==> src/rtl/bilbo_pkg.sv <==
// Shared types for the BILBO register and its BIST session controller.
// Holds the mode encoding, the controller state codes and the LFSR step function.
package bilbo_pkg;

    typedef enum logic [1:0] {
        MODE_NORM = 2'd0,
        MODE_SCAN = 2'd1,
        MODE_PRPG = 2'd2,
        MODE_MISR = 2'd3
    } mode_e;

    typedef logic [1:0] state_t;
    localparam state_t ST_IDLE  = 2'd0;
    localparam state_t ST_RUN   = 2'd1;
    localparam state_t ST_CHECK = 2'd2;

    // Widest register the step function supports; callers zero-extend and truncate.
    localparam int MAX_W = 64;

    function automatic logic [MAX_W-1:0] next_lfsr(input logic [MAX_W-1:0] r,
                                                   input logic [MAX_W-1:0] poly);
        return {r[MAX_W-2:0], ^(r & poly)};
    endfunction

endpackage

==> src/rtl/bilbo_bist_session_if.sv <==
// Test/scan-controller side bus of the BILBO session block.
// master = controller driving mode/data/session requests, slave = the BILBO block.
interface bilbo_bist_session_if #(
    parameter int WIDTH = 16,
    parameter int CNT_W = 16
);
    logic [1:0]       mode;
    logic [WIDTH-1:0] pin;
    logic             shift_in;
    logic             shift_out;
    logic [WIDTH-1:0] pout;
    logic             start;
    logic [CNT_W-1:0] length;
    logic [WIDTH-1:0] seed;
    logic [WIDTH-1:0] expect_sig;
    logic             busy;
    logic             done;
    logic             pass;

    modport master (
        output mode, pin, shift_in, start, length, seed, expect_sig,
        input  shift_out, pout, busy, done, pass
    );

    modport slave (
        input  mode, pin, shift_in, start, length, seed, expect_sig,
        output shift_out, pout, busy, done, pass
    );
endinterface

==> src/rtl/bilbo_reg.sv <==
// BILBO register: parallel load, scan shift, PRPG and MISR with seed load and hold.
// BILBO_LOCKUP_GUARD_EN: PRPG steps out of the all-zero state instead of sticking there.
module bilbo_reg
    import bilbo_pkg::*;
#(
    parameter int               WIDTH = 16,
    parameter logic [WIDTH-1:0] POLY  = 'hB400
) (
    input  logic             clk,
    input  logic             rst,
    input  logic             load,
    input  logic [WIDTH-1:0] seed,
    input  logic             hold,
    input  mode_e            mode,
    input  logic [WIDTH-1:0] pin,
    input  logic             shift_in,
    output logic [WIDTH-1:0] r
);

    logic [WIDTH-1:0] lfsr_step;
    logic [WIDTH-1:0] r_next;

    assign lfsr_step = WIDTH'(next_lfsr(MAX_W'(r), MAX_W'(POLY)));

    always_comb begin
        r_next = r;
        case (mode)
            MODE_NORM: r_next = pin;
            MODE_SCAN: r_next = {r[WIDTH-2:0], shift_in};
            MODE_PRPG: begin
`ifdef BILBO_LOCKUP_GUARD_EN
                if (r == '0)
                    r_next = WIDTH'(1);
                else
                    r_next = lfsr_step;
`else
                r_next = lfsr_step;
`endif
            end
            MODE_MISR: r_next = lfsr_step ^ pin;
            default:   r_next = r;
        endcase
    end

    always_ff @(posedge clk) begin
        if (rst)
            r <= '0;
        else if (load)
            r <= seed;
        else if (!hold)
            r <= r_next;
    end

endmodule

==> src/rtl/bilbo_bist_session.sv <==
// BILBO register plus BIST session controller: seed, compress pin for length cycles, compare.
// done pulses length+2 edges after start; BILBO_LOCKUP_GUARD_EN selects PRPG zero-state escape.
module bilbo_bist_session
    import bilbo_pkg::*;
#(
    parameter int               WIDTH = 16,
    parameter logic [WIDTH-1:0] POLY  = 'hB400,
    parameter int               CNT_W = 16
) (
    input  logic                 clk,
    input  logic                 rst,
    bilbo_bist_session_if.slave  bus
);

    state_t           st;
    logic [CNT_W-1:0] cnt;
    logic [WIDTH-1:0] r;
    logic             pass;
    logic             done;
    logic             busy;
    mode_e            reg_mode;

    assign busy = (st != ST_IDLE);

    // While a session runs the register is a MISR no matter what the controller asks for.
    always_comb begin
        reg_mode = mode_e'(bus.mode);
        if (busy)
            reg_mode = MODE_MISR;
    end

    bilbo_reg #(
        .WIDTH (WIDTH),
        .POLY  (POLY)
    ) u_reg (
        .clk      (clk),
        .rst      (rst),
        .load     ((st == ST_IDLE) && bus.start),
        .seed     (bus.seed),
        .hold     (st == ST_CHECK),
        .mode     (reg_mode),
        .pin      (bus.pin),
        .shift_in (bus.shift_in),
        .r        (r)
    );

    always_ff @(posedge clk) begin
        if (rst) begin
            st   <= ST_IDLE;
            cnt  <= '0;
            pass <= 1'b0;
            done <= 1'b0;
        end else begin
            done <= 1'b0;
            case (st)
                ST_IDLE: begin
                    if (bus.start) begin
                        pass <= 1'b0;
                        cnt  <= bus.length;
                        st   <= (bus.length == '0) ? ST_CHECK : ST_RUN;
                    end
                end
                ST_RUN: begin
                    cnt <= cnt - CNT_W'(1);
                    if (cnt == CNT_W'(1))
                        st <= ST_CHECK;
                end
                ST_CHECK: begin
                    pass <= (r == bus.expect_sig);
                    done <= 1'b1;
                    st   <= ST_IDLE;
                end
                default: st <= ST_IDLE;
            endcase
        end
    end

    assign bus.pout      = r;
    assign bus.shift_out = r[WIDTH-1];
    assign bus.busy      = busy;
    assign bus.done      = done;
    assign bus.pass      = pass;

endmodule
==> src/flat_wrapper.sv <==
// flat-port wrapper written by rule: the top's interface ports become plain ports
module bilbo_bist_session_flat import bilbo_pkg::*;
#(
    parameter int               WIDTH = 16,
    parameter logic [WIDTH-1:0] POLY  = 'hB400,
    parameter int               CNT_W = 16
)
  (clk, rst, bus_mode, bus_pin, bus_shift_in, bus_start, bus_length, bus_seed, bus_expect_sig, bus_shift_out, bus_pout, bus_busy, bus_done, bus_pass);
  bilbo_bist_session_if #(.WIDTH(WIDTH), .CNT_W(CNT_W)) bus_i ();
  input  logic clk;
  input  logic rst;
  input wire logic [$bits(bus_i.mode)-1:0] bus_mode;
  input wire logic [$bits(bus_i.pin)-1:0] bus_pin;
  input wire logic [$bits(bus_i.shift_in)-1:0] bus_shift_in;
  input wire logic [$bits(bus_i.start)-1:0] bus_start;
  input wire logic [$bits(bus_i.length)-1:0] bus_length;
  input wire logic [$bits(bus_i.seed)-1:0] bus_seed;
  input wire logic [$bits(bus_i.expect_sig)-1:0] bus_expect_sig;
  output wire logic [$bits(bus_i.shift_out)-1:0] bus_shift_out;
  output wire logic [$bits(bus_i.pout)-1:0] bus_pout;
  output wire logic [$bits(bus_i.busy)-1:0] bus_busy;
  output wire logic [$bits(bus_i.done)-1:0] bus_done;
  output wire logic [$bits(bus_i.pass)-1:0] bus_pass;
  assign bus_i.mode = bus_mode;
  assign bus_i.pin = bus_pin;
  assign bus_i.shift_in = bus_shift_in;
  assign bus_i.start = bus_start;
  assign bus_i.length = bus_length;
  assign bus_i.seed = bus_seed;
  assign bus_i.expect_sig = bus_expect_sig;
  assign bus_shift_out = bus_i.shift_out;
  assign bus_pout = bus_i.pout;
  assign bus_busy = bus_i.busy;
  assign bus_done = bus_i.done;
  assign bus_pass = bus_i.pass;
  bilbo_bist_session #(.WIDTH(WIDTH), .POLY(POLY), .CNT_W(CNT_W)) u_core (.clk(clk), .rst(rst), .bus(bus_i));
endmodule
==> config.mk <==
export PLATFORM = sky130hd
export DESIGN_NAME = bilbo_bist_session_flat
export DESIGN_NICKNAME = d
export VERILOG_FILES = /design/src/rtl/bilbo_pkg.sv /design/src/rtl/bilbo_bist_session_if.sv /design/src/rtl/bilbo_reg.sv /design/src/rtl/bilbo_bist_session.sv /design/src/flat_wrapper.sv
export SDC_FILE = /design/constraint.sdc
export NUM_CORES = 1
export LEC_CHECK = 0
export CORE_AREA = 5 5 82 84
export DETAILED_ROUTE_END_ITERATION = 12
export DIE_AREA = 0 0 87 89
export MAX_ROUTING_LAYER = met4
export PLACE_DENSITY = 0.81
export SLEW_MARGIN = 0
export SYNTH_ARGS = -nofsm -noshare
export SYNTH_HDL_FRONTEND = slang
export SYNTH_HIERARCHICAL = 1
export SYNTH_SLANG_ARGS = --single-unit
==> constraint.sdc <==
create_clock -name clk -period 2.3 [get_ports clk]
set_input_delay 0.23 -clock clk [delete_from_list [all_inputs] [get_ports clk]]
set_output_delay 0.23 -clock clk [all_outputs]
set_load 0.01 [all_outputs]
**After elaboration in Yosys (flattened, before gate mapping)**

Index checks and enable logic that the tools add are counted.

- Add/sub/neg operators: 1
- Eq/ne operators: 10
- Multiplexer cells: 13
- Bitwise logic cells: 1
- Reduce and logical (&&, ||, !) cells: 11

Operators by type and width:

| operator | count |
|---|---|
| $pmux 16 s4 | 1 |
| $reduce_xor 64->1 | 1 |
| $mux 16 | 3 |
| $pmux 16 s2 | 1 |
| $eq 16x1->1 const B | 1 |
| $eq 16x16->1 | 1 |
| $logic_not 16->1 | 1 |
| $sub 16x1->16 const B | 1 |
| $xor 16x16->16 | 1 |
| $mux 2 | 4 |
| $eq 2x2->1 const B | 3 |
| $reduce_and 2->1 | 3 |
| $reduce_bool 2->1 | 3 |
| $eq 2x1->1 const B | 2 |
| $logic_not 2->1 | 2 |
| $ne 2x2->1 const B | 2 |
| $pmux 2 s2 | 1 |
| $mux 1 | 2 |
| $ne 2x1->1 const B | 1 |
| $pmux 1 s2 | 1 |
| $logic_and 1x1->1 | 1 |

- Register bits after elaboration: 36
- Bits of input ports: 70
- Output and inout bits: 20

**Logic depth before layout (Yosys ltp)**

Gate-level depths: netlist of the first run.

- Depth after elaboration: 6
- Mapped depth: 9
- Gate-level depth less buffers: 7

**By module**

Netlist of the first run, hierarchy kept.

Modules (own cells, without submodules):

| module | instances | cells an instance | area an instance (um^2) | sequential area each (um^2) |
|---|---|---|---|---|
| bilbo_bist_session | 1 | 175 | 1,411.4 | 400.4 |
| bilbo_reg | 1 | 187 | 1,244.9 | 320.3 |

**Worst setup path after synthesis of the first run**

Ideal clock, no wire load.

- Path kind: register to register
- Start: register u_core.st[0]
- End: register u_core.u_reg.r[10]
- Library setup time: 0.132 ns
- Arrival: 1.835 ns
- Path slack: 0.332 ns
- Cell stages (with the launch flop): 10
- Path buffers: 4
- Path through: dfxtp_1 -> buf_2 -> buf_1 -> or3_1 -> buf_4 -> or2_4 -> clkbuf_2 -> o21ai_0 -> a211o_1 -> a21oi_1

- Cells in the longest elaborated chain, start to end: 6
- Elaborated cells between the ends (all ways): 13

Ends and longest elaborated chain:

| item | RTL line | RTL |
|---|---|---|
| start, declared | bilbo_bist_session.sv:15 | `state_t st;` |
| start signal, assigned | bilbo_bist_session.sv:60 | `st <= (bus.length == '0) ? ST_CHECK : ST_RUN;` |
| $reduce_bool 2->1 * | bilbo_bist_session.sv:23 | `assign busy = (st != ST_IDLE);` |
| $mux 2 * | bilbo_bist_session.sv:28 | `if (busy)` |
| via u_core.reg_mode[1] | bilbo_bist_session.sv:21 | `mode_e reg_mode;` |
| $eq 2x2->1 (tied with other cells) | bilbo_reg.sv:27 | `case (mode)` |
| $pmux 16 s4 * | bilbo_reg.sv:27 |  |
| $mux 16 * | bilbo_reg.sv:50 | `else if (!hold)` |
| $mux 16 * | bilbo_reg.sv:48 | `else if (load)` |
| end signal, assigned | bilbo_reg.sv:51 | `r <= r_next;` |
| end, declared | bilbo_reg.sv:17 | `output logic [WIDTH-1:0] r` |

Mark *: on every way through the listed nets, which the timed path passes. The rest lies on a longest branch. The select of a mux whose other input is x is not followed.
A chain may end at the register's enable or synchronous reset.

**Worst setup path after layout of the first run**

- Start: register u_core.st[1]
- End: register u_core.u_reg.r[5]

- Cells in the longest elaborated chain, start to end: 6
- Elaborated cells between the ends (all ways): 13

Ends and longest elaborated chain:

| item | RTL line |
|---|---|
| $reduce_bool 2->1 | bilbo_bist_session.sv:23 |
| $mux 2 | bilbo_bist_session.sv:28 |
| $eq 2x2->1 (tied with other cells) | bilbo_reg.sv:27 |
| $pmux 16 s4 | bilbo_reg.sv:27 |
| $mux 16 | bilbo_reg.sv:50 |
| $mux 16 | bilbo_reg.sv:48 |

Parallel ways exist; a longest one is shown, timed or not. The select of a mux whose other input is x is not followed.

==> impl_metrics.toml, run 1 <==
[worst_setup_path]
reg2regPathDepth = 7
path_max_fanout = 15
cp_num_cells = 7
endpoint = "u_core/u_reg/r[5]$_SDFFE_PP0P_"
path_cells = "nor2_1 -> nand2_1 -> clkinv_1 -> nor2_4 -> o21ai_0 -> a211o_1 -> a21oi_1"
worst_path_largest_cell_delay_ps = 610
path_class = "flip-flop to flip-flop"
r2r-end = "u_core/u_reg/r[5]$_SDFFE_PP0P_"
r2r_start = "u_core/st[1]$_SDFFE_PP0P_"
arrival_ps = 2180
critPathLaunchType = "flip-flop"
critPathCaptureType = "flip-flop"
critical_path_buf_inv_count = 1
crit_start = "u_core/st[1]$_SDFFE_PP0P_"
critPathSlowestCell = "dfxtp_1"
crit_family = "flip-flops"
critical_path_required_ps = 2530
r2r_slack_ps = 350

[floorplanning]
die_w_um = 87
dieArea_um2 = 7743
chipHeight_um = 89
start_util_pct = 45.40
core_area_um2 = 5851
ioPinCount = 90
rows = 28

[routing]
wirelength_um = 9070
num_vias = 3139
vias_per_cell = 5.990
ant_nets = 0
post_drt_wl_per_cell_um = 17.31
drcViolationCount = 0
drtIter0Drc = 196
dr.pass1.iters = 5

[sta]
max_clock_freq_mhz = 512.9
setup_ws_ps = 350.5
final_hold_viol_count = 0
period_needed_ps = 1950
setup_tns_ps = 0
rsz0062_at_grt = "no"
tightestPinTransition_ps = 649.3
slew_viol_final = 0
relSlewSlack_pct = 56.63
setup_violations = 0
period_share_pct = 84.76
clock_skew_ps = 6.573

[cells_and_area]
utilization_pct = 64.18
drive_gt1_share_pct = 7.350
antennaDiodeCount = 0
final_cell_area_um2 = 3755
nFillCells = 506
multi_input_area_um2 = 1773
fin_nets = 520
seqCellArea_um2 = 720.7
area_growth_pct = 41.36

[clock_tree]
cts_resized = 0
clk_path_buf_depth = 2
cts_num_sinks = 36
h-tree-depth = 2
cts_tree = "done"
clk_latency_ps = 300
clkSlewWorstSetupHoldPaths_ps = 80
cts_buffers = 5
post_cts_buffers = 0
hold_buffers = 0
cts-root-buf = "clkbuf_8"

[yosys]
synthDistinctLibCells = 55
syn_nets = 434
synth_edf_count = 0
synth_area_um2 = 2656
async_reset_ff_share_pct = 0
synth-seq-cells = 36
synthFlopType = "dfxtp_1"
synth.avg_cell_area_um2 = 7.338
synth_cells = 362
yosysWarnings = 6
seq_area_frac_synth_pct = 27.13

[pwr]
power_density_nw_per_um2 = 609.1
fin_total_pwr_mw = 2.287
ir_drop_mv = 0.2990
p_leak_nw = 1.365

[placed_design]
gp_congestion = 0.9368
portBuffers = 89
placed_area_um2 = 3628
dpl_worst_slack_ps = 335.3
place_hpwl_um = 6747

[flow_run]
cap_violations = 0

[global_routing]
grt-ovfl-total = 0
antenna_found_initial = 0
grt_pass1_wl_um = 14540
grt_max_degree = 21
grt_usage_pct = 24.33
first_global_vias = 2996

[hold_path]
hp-class = "flip-flop to flip-flop"

[run_status]
status = "completed"
## registers in the layout, indices dropped and copies added (netlist names)
register	flops
u_core/st	2
u_core/bus.pass	1
u_core/u_reg/r	16
u_core/bus.done	1
u_core/cnt	16
## layout by cell type, fill, tap and decap left out, types with 3 or more instances in the layout
master           count
o21ai_0             34
nor2_1              33
nand2_1             25
dfxtp_1             36
o31ai_1              4
clkbuf_8             7
a211o_1             16
or3_1                3
clkdlybuf4s50_1     89
buf_4               15
nand2b_1             5
nor4_1               8
nand3b_1             4
a31oi_1              3
nand3_1             18
nor3_1               9
inv_1                9
xor2_1              11
o221ai_1             4
xnor2_1              9
o22ai_1              3
nand4_1              6
a21oi_1             57
## worst register-to-register path, delay by kind of cell (launching register included)
| family | cells | cell delay [ps] |
|---|---|---|
| flops | 1 | 610 |
| simple gates | 3 | 560 |
| compound gates | 3 | 550 |
| buf+inv | 1 | 160 |
## metal layers
metal | wire (um) | track usage [%] | vias up
met5 | 0 | - | -
met4 | 218 | 9.207 | 0
met3 | 715 | 5.253 | 20
met2 | 4347 | 38.99 | 165
met1 | 3788 | 29.97 | 1434
li1 | - | - | 1520
## metrics by stage
| stage | hold WS [ps] | cells |
|---|---|---|
| after global routing | 505.9 | 524 |
| after detailed placement | 476.9 | 516 |
| after floorplan | 298.9 | 362 |
| after global placement | 469.3 | 516 |
| after CTS | 487.7 | 524 |
| final | 483.5 | 524 |
## power by group
group / internal [mW] / total (mW) / leakage [nW] / switching [mW]
clock: 0.383 / 0.637 / 0.0645 / 0.254
combinational: 0.420 / 0.828 / 1.00 / 0.408
sequential: 0.696 / 0.823 / 0.298 / 0.127
## worst min path at each step
stage                                      end  slack [ps]                       start  depth (start not counted)
floorplan           u_core/cnt[8]$_SDFFE_PP0P_         300                         rst                          1
global placement    u_core/cnt[1]$_SDFFE_PP0P_         470  u_core/cnt[1]$_SDFFE_PP0P_                          2
detailed placement  u_core/cnt[1]$_SDFFE_PP0P_         480  u_core/cnt[1]$_SDFFE_PP0P_                          2
CTS                 u_core/cnt[1]$_SDFFE_PP0P_         490  u_core/cnt[1]$_SDFFE_PP0P_                          2
global route        u_core/cnt[1]$_SDFFE_PP0P_         510  u_core/cnt[1]$_SDFFE_PP0P_                          2
finish              u_core/cnt[1]$_SDFFE_PP0P_         480  u_core/cnt[1]$_SDFFE_PP0P_                          2
## cell type report
type | instances | area share (%)
Tap cell | 75 | 2.499
Sequential cell | 36 | 19.19
Multi-Input combinational cell | 291 | 47.22
Inverter | 10 | 0.9997
Clock buffer | 7 | 2.566
Timing Repair Buffer | 104 | 26.72
Clock inverter | 1 | 0.7997
## cell usage after synthesis (all sizes together), types with 6 or more instances
master   n  area share [%]
nor2    34             5.1
xnor2    9             3.0
dfxtp   36              27
nand2b   6             1.7
o21ai   34             6.4
clkbuf   9             1.3
inv      9             1.3
nand4    6             1.4
nand3   18             3.4
xor2    11             3.6
nor3    11             2.4
buf     16             3.4
nor4    11             3.6
a21oi   57              11
a211o   16             5.3
nand2   25             3.5
## kinds of logic after synthesis
logic type	after synthesis	synth area share [%]
simple gates	131	27.18
flops	36	27.13
buf+inv	35	6.123
fa+ha+maj	2	0.9419
mux	2	0.7537
xor+xnor	20	6.595
compound gates	136	31.28
Power figures use the tool's default switching activity.
==> run 2, diff against run 1 <==
==> constraint.sdc (replaced) <==
create_clock -name clk -period 1.9 [get_ports clk]
set_input_delay 0.19 -clock clk [delete_from_list [all_inputs] [get_ports clk]]
set_output_delay 0.19 -clock clk [all_outputs]
set_load 0.01 [all_outputs]
==> impl_metrics.toml, run 2 (synthesized netlist as in run 1, its figures left out) <==
[placed_design]
placed_area_um2 = 3694
place_hpwl_um = 6706
portBuffers = 89
gp_congestion = 0.9585

[floorplanning]
ioPinCount = 90
core_area_um2 = 5851
rows = 28
die_w_um = 87
chipHeight_um = 89
start_util_pct = 45.40
dieArea_um2 = 7743

[cells_and_area]
mostFrequentLayoutCells = "89 x clkdlybuf4s50_1, 57 x a21oi_1, 35 x dfxtp_1, 34 x o21ai_0, 33 x nor2_1"
reg_top3 = "u_core/cnt (16), u_core/u_reg/r (16), u_core/st (2)"
final_common_cell = "clkdlybuf4s50_1"
final_cell_area_um2 = 3829
antennaDiodeCount = 0
drive_gt1_share_pct = 9.409
nFillCells = 482
area_growth_pct = 44.14
fin_nets = 528

[worst_setup_path]
path_cells = "inv_1 -> ha_1 -> or3b_4 -> nor4_2 -> nor3_1 -> a2111oi_2"
reg2regPathDepth = 6
r2r_slack_ps = 80
r2r-end = "u_core/cnt[8]$_SDFFE_PP0P_"
arrival_ps = 2020
worst_path_largest_cell_delay_ps = 450
path_max_fanout = 7
critical_path_required_ps = 2100
r2r_start = "u_core/cnt[1]$_SDFFE_PP0P_"
critical_path_buf_inv_count = 1
path_class = "flip-flop to flip-flop"
crit_family = "simple AND/OR/NAND/NOR gates"
critPathSlowestCell = "or3b_4"
critPathCaptureType = "flip-flop"
critPathLaunchType = "flip-flop"

[sta]
slew_viol_final = 0
tightestPinTransition_ps = 397.0
period_share_pct = 95.90
setup_violations = 0
setup_tns_ps = 0
max_clock_freq_mhz = 548.8
final_hold_viol_count = 0
clock_skew_ps = 6.247
rsz0062_at_grt = "no"
holdWs_ps = 482.8
relSlewSlack_pct = 73.29
period_needed_ps = 1822

[global_routing]
antenna_found_initial = 0
first_global_vias = 3093
grt_max_degree = 26
grt_usage_pct = 24.38
grt_pass1_wl_um = 14660
grt-ovfl-total = 0

[hold_path]
hp-class = "flip-flop to flip-flop"
hold_start = "u_core/cnt[1]$_SDFFE_PP0P_"
hold_end = "u_core/cnt[1]$_SDFFE_PP0P_"
worstHoldPathCells = 2

[routing]
drtIter0Drc = 204
num_vias = 3192
wirelength_um = 9015
drcViolationCount = 0
post_drt_wl_per_cell_um = 16.95
dr.pass1.iters = 5
vias_per_cell = 6.000
ant_nets = 0

[clock_tree]
hold_buffers = 0
clk_path_buf_depth = 2
cts-root-buf = "clkbuf_8"
clkSlewWorstSetupHoldPaths_ps = 80
cts_buffers = 5
cts_tree = "done"
clk_latency_ps = 300
h-tree-depth = 2
cts_num_sinks = 36

[pwr]
p_leak_nw = 1.404
power_density_nw_per_um2 = 711.9
ir_drop_mv = 0.3971

[run_status]
status = "completed"

[flow_run]
cap_violations = 0
==> run 2: cell type report <==
type,count,area [um^2],share of cell area [%]
clock inverter,3,42.54,1.111
inverter,10,37.54,0.9804
tap,75,93.84,2.451
sequential,36,721.9,18.86
clock buffer,5,68.82,1.797
multi-input combinational,291,1775,46.37
timing repair buffer,112,1089,28.43
==> run 2: tightest hold or removal path: cells and delay by family (launching register included) <==
| kind | cells | cell delay (ps) |
|---|---|---|
| and+or+nand+nor | 1 | 60 |
| DFF | 1 | 330 |
| AOI/OAI and AO/OA | 1 | 50 |
==> run 2: per-layer routing <==
layer	routed length, um	vias up	track usage [%]
met1	3703	1500	29.08
met3	700	16	5.161
met5	0	-	-
li1	-	1530	-
met4	164	0	9.348
met2	4446	146	40.30
==> run 2: worst max path at each step <==
stage	depth (start not counted)	to	slack (ps)	from
CTS	6	u_core/cnt[8]$_SDFFE_PP0P_	30	u_core/cnt[1]$_SDFFE_PP0P_
detailed placement	7	u_core/u_reg/r[14]$_SDFFE_PP0P_	-60	bus_start
finish	6	u_core/cnt[8]$_SDFFE_PP0P_	80	u_core/cnt[1]$_SDFFE_PP0P_
global route	6	u_core/cnt[8]$_SDFFE_PP0P_	1	u_core/cnt[1]$_SDFFE_PP0P_
global placement	7	u_core/u_reg/r[6]$_SDFFE_PP0P_	40	bus_start
floorplan	9	u_core/u_reg/r[10]$_SDFFE_PP0P_	-20	u_core/st[0]$_SDFFE_PP0P_
==> run 2: through the flow <==
| step | utilization (%) | std cells | setup slack (ps) | power, mW |
|---|---|---|---|---|
| 6_report | 65.44 | 532 | 77.96 | 2.725 |
| 3_3_place_gp | 63.13 | 523 | 38.99 | 1.986 |
| 5_1_grt | 65.44 | 532 | 1.450 | 2.880 |
| 4_1_cts | 65.03 | 531 | 32.51 | 2.706 |
| 2_1_floorplan | - | 362 | -19.41 | 1.571 |
| 3_5_place_dp | 63.13 | 523 | -63.33 | 2.011 |
==> run 2: timing repair <==
action | in CTS | in global routing
setup endpoints to repair | 0 | 18
buffers inserted | 0 | 1
resized for setup | 0 | 2
hold endpoints to repair | 0 | 0
==> run 2: power breakdown <==
| group | internal [mW] | switching, mW | total (mW) |
|---|---|---|---|
| clock | 0.389 | 0.308 | 0.696 |
| combinational | 0.542 | 0.501 | 1.04 |
| sequential | 0.843 | 0.144 | 0.987 |
| total | 1.77 | 0.953 | 2.73 |
==> run 3, diff against run 2 <==
--- a/config.mk
+++ b/config.mk
@@ -5,13 +5,15 @@
 export SDC_FILE = /design/constraint.sdc
 export NUM_CORES = 1
 export LEC_CHECK = 0
-export CORE_AREA = 5 5 82 84
+export CORE_AREA = 5 5 86 88
 export DETAILED_ROUTE_END_ITERATION = 12
-export DIE_AREA = 0 0 87 89
+export DIE_AREA = 0 0 91 93
 export MAX_ROUTING_LAYER = met4
-export PLACE_DENSITY = 0.81
+export PLACE_DENSITY = 0.77
+export SKIP_LAST_GASP = 1
 export SLEW_MARGIN = 0
 export SYNTH_ARGS = -nofsm -noshare
 export SYNTH_HDL_FRONTEND = slang
 export SYNTH_HIERARCHICAL = 1
 export SYNTH_SLANG_ARGS = --single-unit
+export TNS_END_PERCENT = 30
==> constraint.sdc (replaced) <==
create_clock -name clk -period 1.55 [get_ports clk]
set_input_delay 0.155 -clock clk [delete_from_list [all_inputs] [get_ports clk]]
set_output_delay 0.155 -clock clk [all_outputs]
set_load 0.01 [all_outputs]
==> impl_metrics.toml, run 3 (synthesized netlist as in run 1, its figures left out) <==
[cells_and_area]
drive_gt1_share_pct = 23.29
final_cell_area_um2 = 4342
mostFrequentLayoutCells = "89 x clkdlybuf4s50_1, 52 x buf_4, 52 x a21oi_1, 33 x nor2_1, 32 x dfxtp_1"
reg_top3 = "u_core/cnt (16), u_core/u_reg/r (16), u_core/st (2)"
stdcell_count = 578
area_growth_pct = 63.45
utilization_pct = 66.10
final_common_cell = "clkdlybuf4s50_1"
fin_nets = 569
antennaDiodeCount = 0

[routing]
wirelength_um = 9887
num_vias = 3364
post_drt_wl_per_cell_um = 17.11
drtIter0Drc = 262
dr.pass1.iters = 5
drcViolationCount = 0
ant_nets = 0
vias_per_cell = 5.820

[placed_design]
place_hpwl_um = 7127
placed_area_um2 = 3984
dp_cells = 564
portBuffers = 89
gp_congestion = 0.9096
dpl_worst_slack_ps = -410.4

[sta]
period_needed_ps = 1613
final_hold_viol_count = 0
setup_ws_ps = -63.25
setup_tns_ps = -482.1
relSlewSlack_pct = 72.64
rsz0062_at_grt = "yes"
tightestPinTransition_ps = 407.3
setup_violations = 19
clock_skew_ps = 4.863
slew_viol_final = 0
period_share_pct = 104.1
max_clock_freq_mhz = 619.9
holdWs_ps = 477.2

[floorplanning]
ioPinCount = 90
rows = 30
start_util_pct = 40.44
core_area_um2 = 6569
die_w_um = 91
chipHeight_um = 93
dieArea_um2 = 8463

[global_routing]
grt-ovfl-total = 0
first_global_vias = 3223
grt_usage_pct = 22.63
antenna_found_initial = 0
grt_max_degree = 30
grt_pass1_wl_um = 15530

[worst_setup_path]
critical_path_required_ps = 1780
critical_path_buf_inv_count = 2
crit_family = "buffers and inverters"
critPathSlowestCell = "clkdlybuf4s50_1"
critPathLaunchType = "input pin"
path_max_fanout = 7
path_class = "input pin to flip-flop"
arrival_ps = 1840
worst_path_largest_cell_delay_ps = 460
critPathCaptureType = "flip-flop"
path_cells = "clkdlybuf4s50_1 -> or3_4 -> buf_8 -> nand3_1 -> o21ai_0 -> a211o_1 -> a21oi_1"

[clock_tree]
h-tree-depth = 2
cts_tree = "done"
cts_buffers = 5
clk_latency_ps = 290
hold_buffers = 0
cts-root-buf = "clkbuf_8"
clk_path_buf_depth = 2
clkSlewWorstSetupHoldPaths_ps = 80
cts_num_sinks = 36

[pwr]
ir_drop_mv = 0.4544
fin_total_pwr_mw = 3.743
p_leak_nw = 1.651
power_density_nw_per_um2 = 862.0

[flow_run]
cap_violations = 0

[run_status]
status = "complete, but fails checks"
violations = "setup timing"

[hold_path]
hp-class = "input pin to flip-flop"
==> run 3: metal layers <==
layer  wire length [um]  vias to the layer above  track usage [%]
li1                   -                     1634                -
met1               4086                     1560            28.03
met2               4854                      138            36.90
met3                627                       32            4.023
met4                318                        0            8.557
met5                  0                        -                -
==> run 3: final timing paths <==
check / start / end / slack, ps / cells after the start
max: bus_mode[1] / u_core/u_reg/r[8]$_SDFFE_PP0P_ / -60 / 7
min reg2reg: u_core/bus.pass$_SDFFE_PP0P_ / u_core/bus.pass$_SDFFE_PP0P_ / 500 / 2
max reg2reg: u_core/st[0]$_SDFFE_PP0P_ / u_core/u_reg/r[8]$_SDFFE_PP0P_ / -60 / 6
min: bus_length[9] / u_core/cnt[9]$_SDFFE_PP0P_ / 480 / 3
==> run 3: layout make-up <==
class,instances,area (um^2)
fillers,529,2227
well taps,80,100.1
clock inverters,1,30.03
clock buffers,7,96.34
repair buffers,150,1411
flip-flops and latches,36,730.7
multi-input cells,294,1936
inverters,10,37.54
==> run 3: what timing repair did <==
action,4_1_cts,5_1_grt
buffers inserted,0,1
resized for setup,18,40
gates cloned,0,5
setup endpoints to repair,24,36
pin swaps,5,20
==> run 3: power by group <==
part | switching [mW] | internal (mW) | total (mW)
Combinational | 0.737 | 0.856 | 1.59
Clock | 0.374 | 0.568 | 0.942
Sequential | 0.174 | 1.03 | 1.21
Total | 1.29 | 2.46 | 3.74
==> run 3: worst register-to-register path, cell delays in order (launching register included) <==
cell,delay [ps]
dfxtp_4,370
or3_4,420
buf_8,160
nand3_1,80
o21ai_0,80
a211o_1,310
a21oi_1,130
==> patch (flow settings as in run 3) <==
Build with the macro `BILBO_LOCKUP_GUARD_EN` defined.
--- a/src/rtl/bilbo_reg.sv
+++ b/src/rtl/bilbo_reg.sv
@@ -1,5 +1,7 @@
 // BILBO register: parallel load, scan shift, PRPG and MISR with seed load and hold.
 // BILBO_LOCKUP_GUARD_EN: PRPG steps out of the all-zero state instead of sticking there.
+`define BILBO_LOCKUP_GUARD_EN
+
 module bilbo_reg
     import bilbo_pkg::*;
 #(
Formal check against the unedited RTL: not equivalent (a bounded check fails within 4 cycles, from zero or initial values and one cycle with rst high).
==> patch against run 3 <==
The run still ends with setup timing left; worst setup slack got worse by 0.089 ns; design area increased by 2.7%; via count increased by 2.8%; clock skew increased by 0.011 ns; sequential cell count unchanged; highest routed layer unchanged; routed wire length up 8.1%; critical path depth decreased by 2; area after synthesis fell by 1.2%; hold slack worse by 0.027 ns; critical path type is now reg2reg; fmax decreased by 5.3%; power rose by 6.3%; core utilization grew 1.8 points.
==> patch: results (changes against run 3) <==
stage	metric	value	unit	change
cts	numCtsBuffers	5		unchanged
finish	fillerInstances	534		was 529
finish	fin_cells	570		was 578
logic_synthesis	synth_ff_type	dfxtp_1		unchanged
power_and_ir_drop	seq-power	1.17	mW	was 1.21 mW
logic_synthesis	synthTopCellsByArea	dfxtp_1 (27%), nor2_1 (6.9%), a21oi_1 (6.1%)		was dfxtp_1 (27%), a21oi_1 (11%), o21ai_0 (6.4%)
power_and_ir_drop	ir_worst_vdd	0.534	mV	was 0.454 mV
timing	finalSetupTns	-2.13	ns	was -0.482 ns
power_and_ir_drop	switchingPower	1.44	mW	was 1.29 mW
status	violations	setup timing		unchanged
cts	cts_max_path_buffers	2		unchanged
logic_synthesis	yosysUniqueCellTypes	57		was 55
status	status	finished with violations		unchanged
routing	vias_per_cell	6.07		was 5.82
logic_synthesis	yosysSeqAreaShare	27.5	%	was 27.1%
cts	cts-root-buf	clkbuf_8		unchanged
setup_path	crit_slowest_cell	or3_4		was clkdlybuf4s50_1
place	dpl_cell_area	4130	sq um	was 3980 sq um
timing	setup_ws	-0.153	ns	was -0.0633 ns
finish	layout.nets	562		was 569
finish	layout-drive-gt1-share	27.3	%	was 23.3%
grt	grt_pass1_wl	17000	um	was 15500 um
grt	grt_pass1_vias	3552		was 3223
cts	htree_levels	2		unchanged
routing	dr.pass1.iters	5		unchanged
routing	routed_wl	10700	um	was 9890 um
cts	clock_latency	0.30	ns	
power_and_ir_drop	p_leak	1.68	nW	was 1.65 nW
power_and_ir_drop	clk-power	0.852	mW	was 0.942 mW
logic_synthesis	syn_nets	414		was 434
grt	grt_max_degree	23		was 30
routing	drt_iter0_drc	232		was 262
place	place_congestion	0.874		was 0.910
place	port_buffers	89		unchanged
timing	clock_skew	0.0157	ns	was 0.00486 ns
place	hpwl	7860	um	was 7130 um
grt	grt_usage	25.2	%	was 22.6%
cts	clk_pin_slew	0.09	ns	
setup_path	cp_top_family	simple AND/OR/NAND/NOR gates		was buffers and inverters
setup_path	max_stage_delay	0.44	ns	was 0.46 ns
logic_synthesis	synth_common_cells	nor2_1 (48), dfxtp_1 (36), a21oi_1 (32)		was a21oi_1 (57), dfxtp_1 (36), o21ai_0 (34)
setup_path	critPathArrivalTime	1.87	ns	was 1.84 ns
finish	n_antenna_cell	0		unchanged
setup_path	worstPathMaxFanout	8		was 7
worst_hold_path	hp-class	in2reg		unchanged
logic_synthesis	ys_warn_count	6		unchanged
grt	antenna_found_initial	0		unchanged
timing	slew_headroom	70.2	%	was 72.6%
finish	multiInputGateArea	1970	sq um	was 1940 sq um
timing	setup_violations	23		was 19
finish	reg_top3	u_core/cnt x16, u_core/u_reg/r x16, u_core/st x2		unchanged
logic_synthesis	async_flop_share	0	%	unchanged
power_and_ir_drop	p_per_area	893	nW/um^2	was 862 nW/um^2
place	dp_slack	-0.321	ns	was -0.410 ns
logic_synthesis	synth_area_per_cell	7.70	sq um	was 7.34 sq um
-- patch: changes by cell type after synthesis, moves of 2 or more --
cell	change
a22oi_1	+14
o21ai_0	-26
nor2_1	+15
nand3_1	-14
a21oi_1	-25
buf_1	-2
o211ai_1	+13
o32ai_1	+14
clkbuf_1	+4
buf_4	-2
a211o_1	-15
xor2_1	-2
nand2_1	-3
-- patch: routing by layer --
metal	routed length (um)	share of wire [%]	up-vias	track usage, %
li1	-	-	1593	-
met1	4110	38	1636	28.5
met2	5350	50	194	43.1
met3	895	8.4	36	5.23
met4	342	3.2	0	10.8
met5	0	0	-	-
-- patch: cells by family after synthesis --
kind of cell	Yosys count	synth area share [%]
xor gates and xnor gates	20	7.20
buffers and inverters	36	6.29
AOI/OAI and AO/OA	112	29.9
muxes	1	0.381
adders and majority gates	3	1.43
DFF	36	27.5
and+or+nand+nor	133	27.3
-- patch: area by class of cell --
type | count | share of cell area [%]
multi-input combinational | 270 | 44.2
timing repair buffer | 165 | 33.7
clock inverter | 3 | 0.954
tap | 80 | 2.24
clock buffer | 5 | 1.54
sequential | 36 | 16.4
inverter | 11 | 0.954
-- patch: what timing repair did --
action | 4_1_cts | 5_1_grt
gates resized for setup | 19 | 21
cloned | 2 | 0
buffers inserted | 0 | 4
hold buffers | 0 | 0
endpoints found under the setup margin | 23 | 39
pin swaps | 5 | 7
-- patch: final timing paths --
path / start / end / slack (ns) / cells past startpoint
worst max register to register: u_core/st[1] / u_core/u_reg/r[1] / -0.15 / 5
worst min register to register: u_core/bus.pass / u_core/bus.pass / 0.52 / 2
worst min-delay path: bus_length[9] / u_core/cnt[9] / 0.45 / 3
worst max-delay path: u_core/st[1] / u_core/u_reg/r[1] / -0.15 / 5
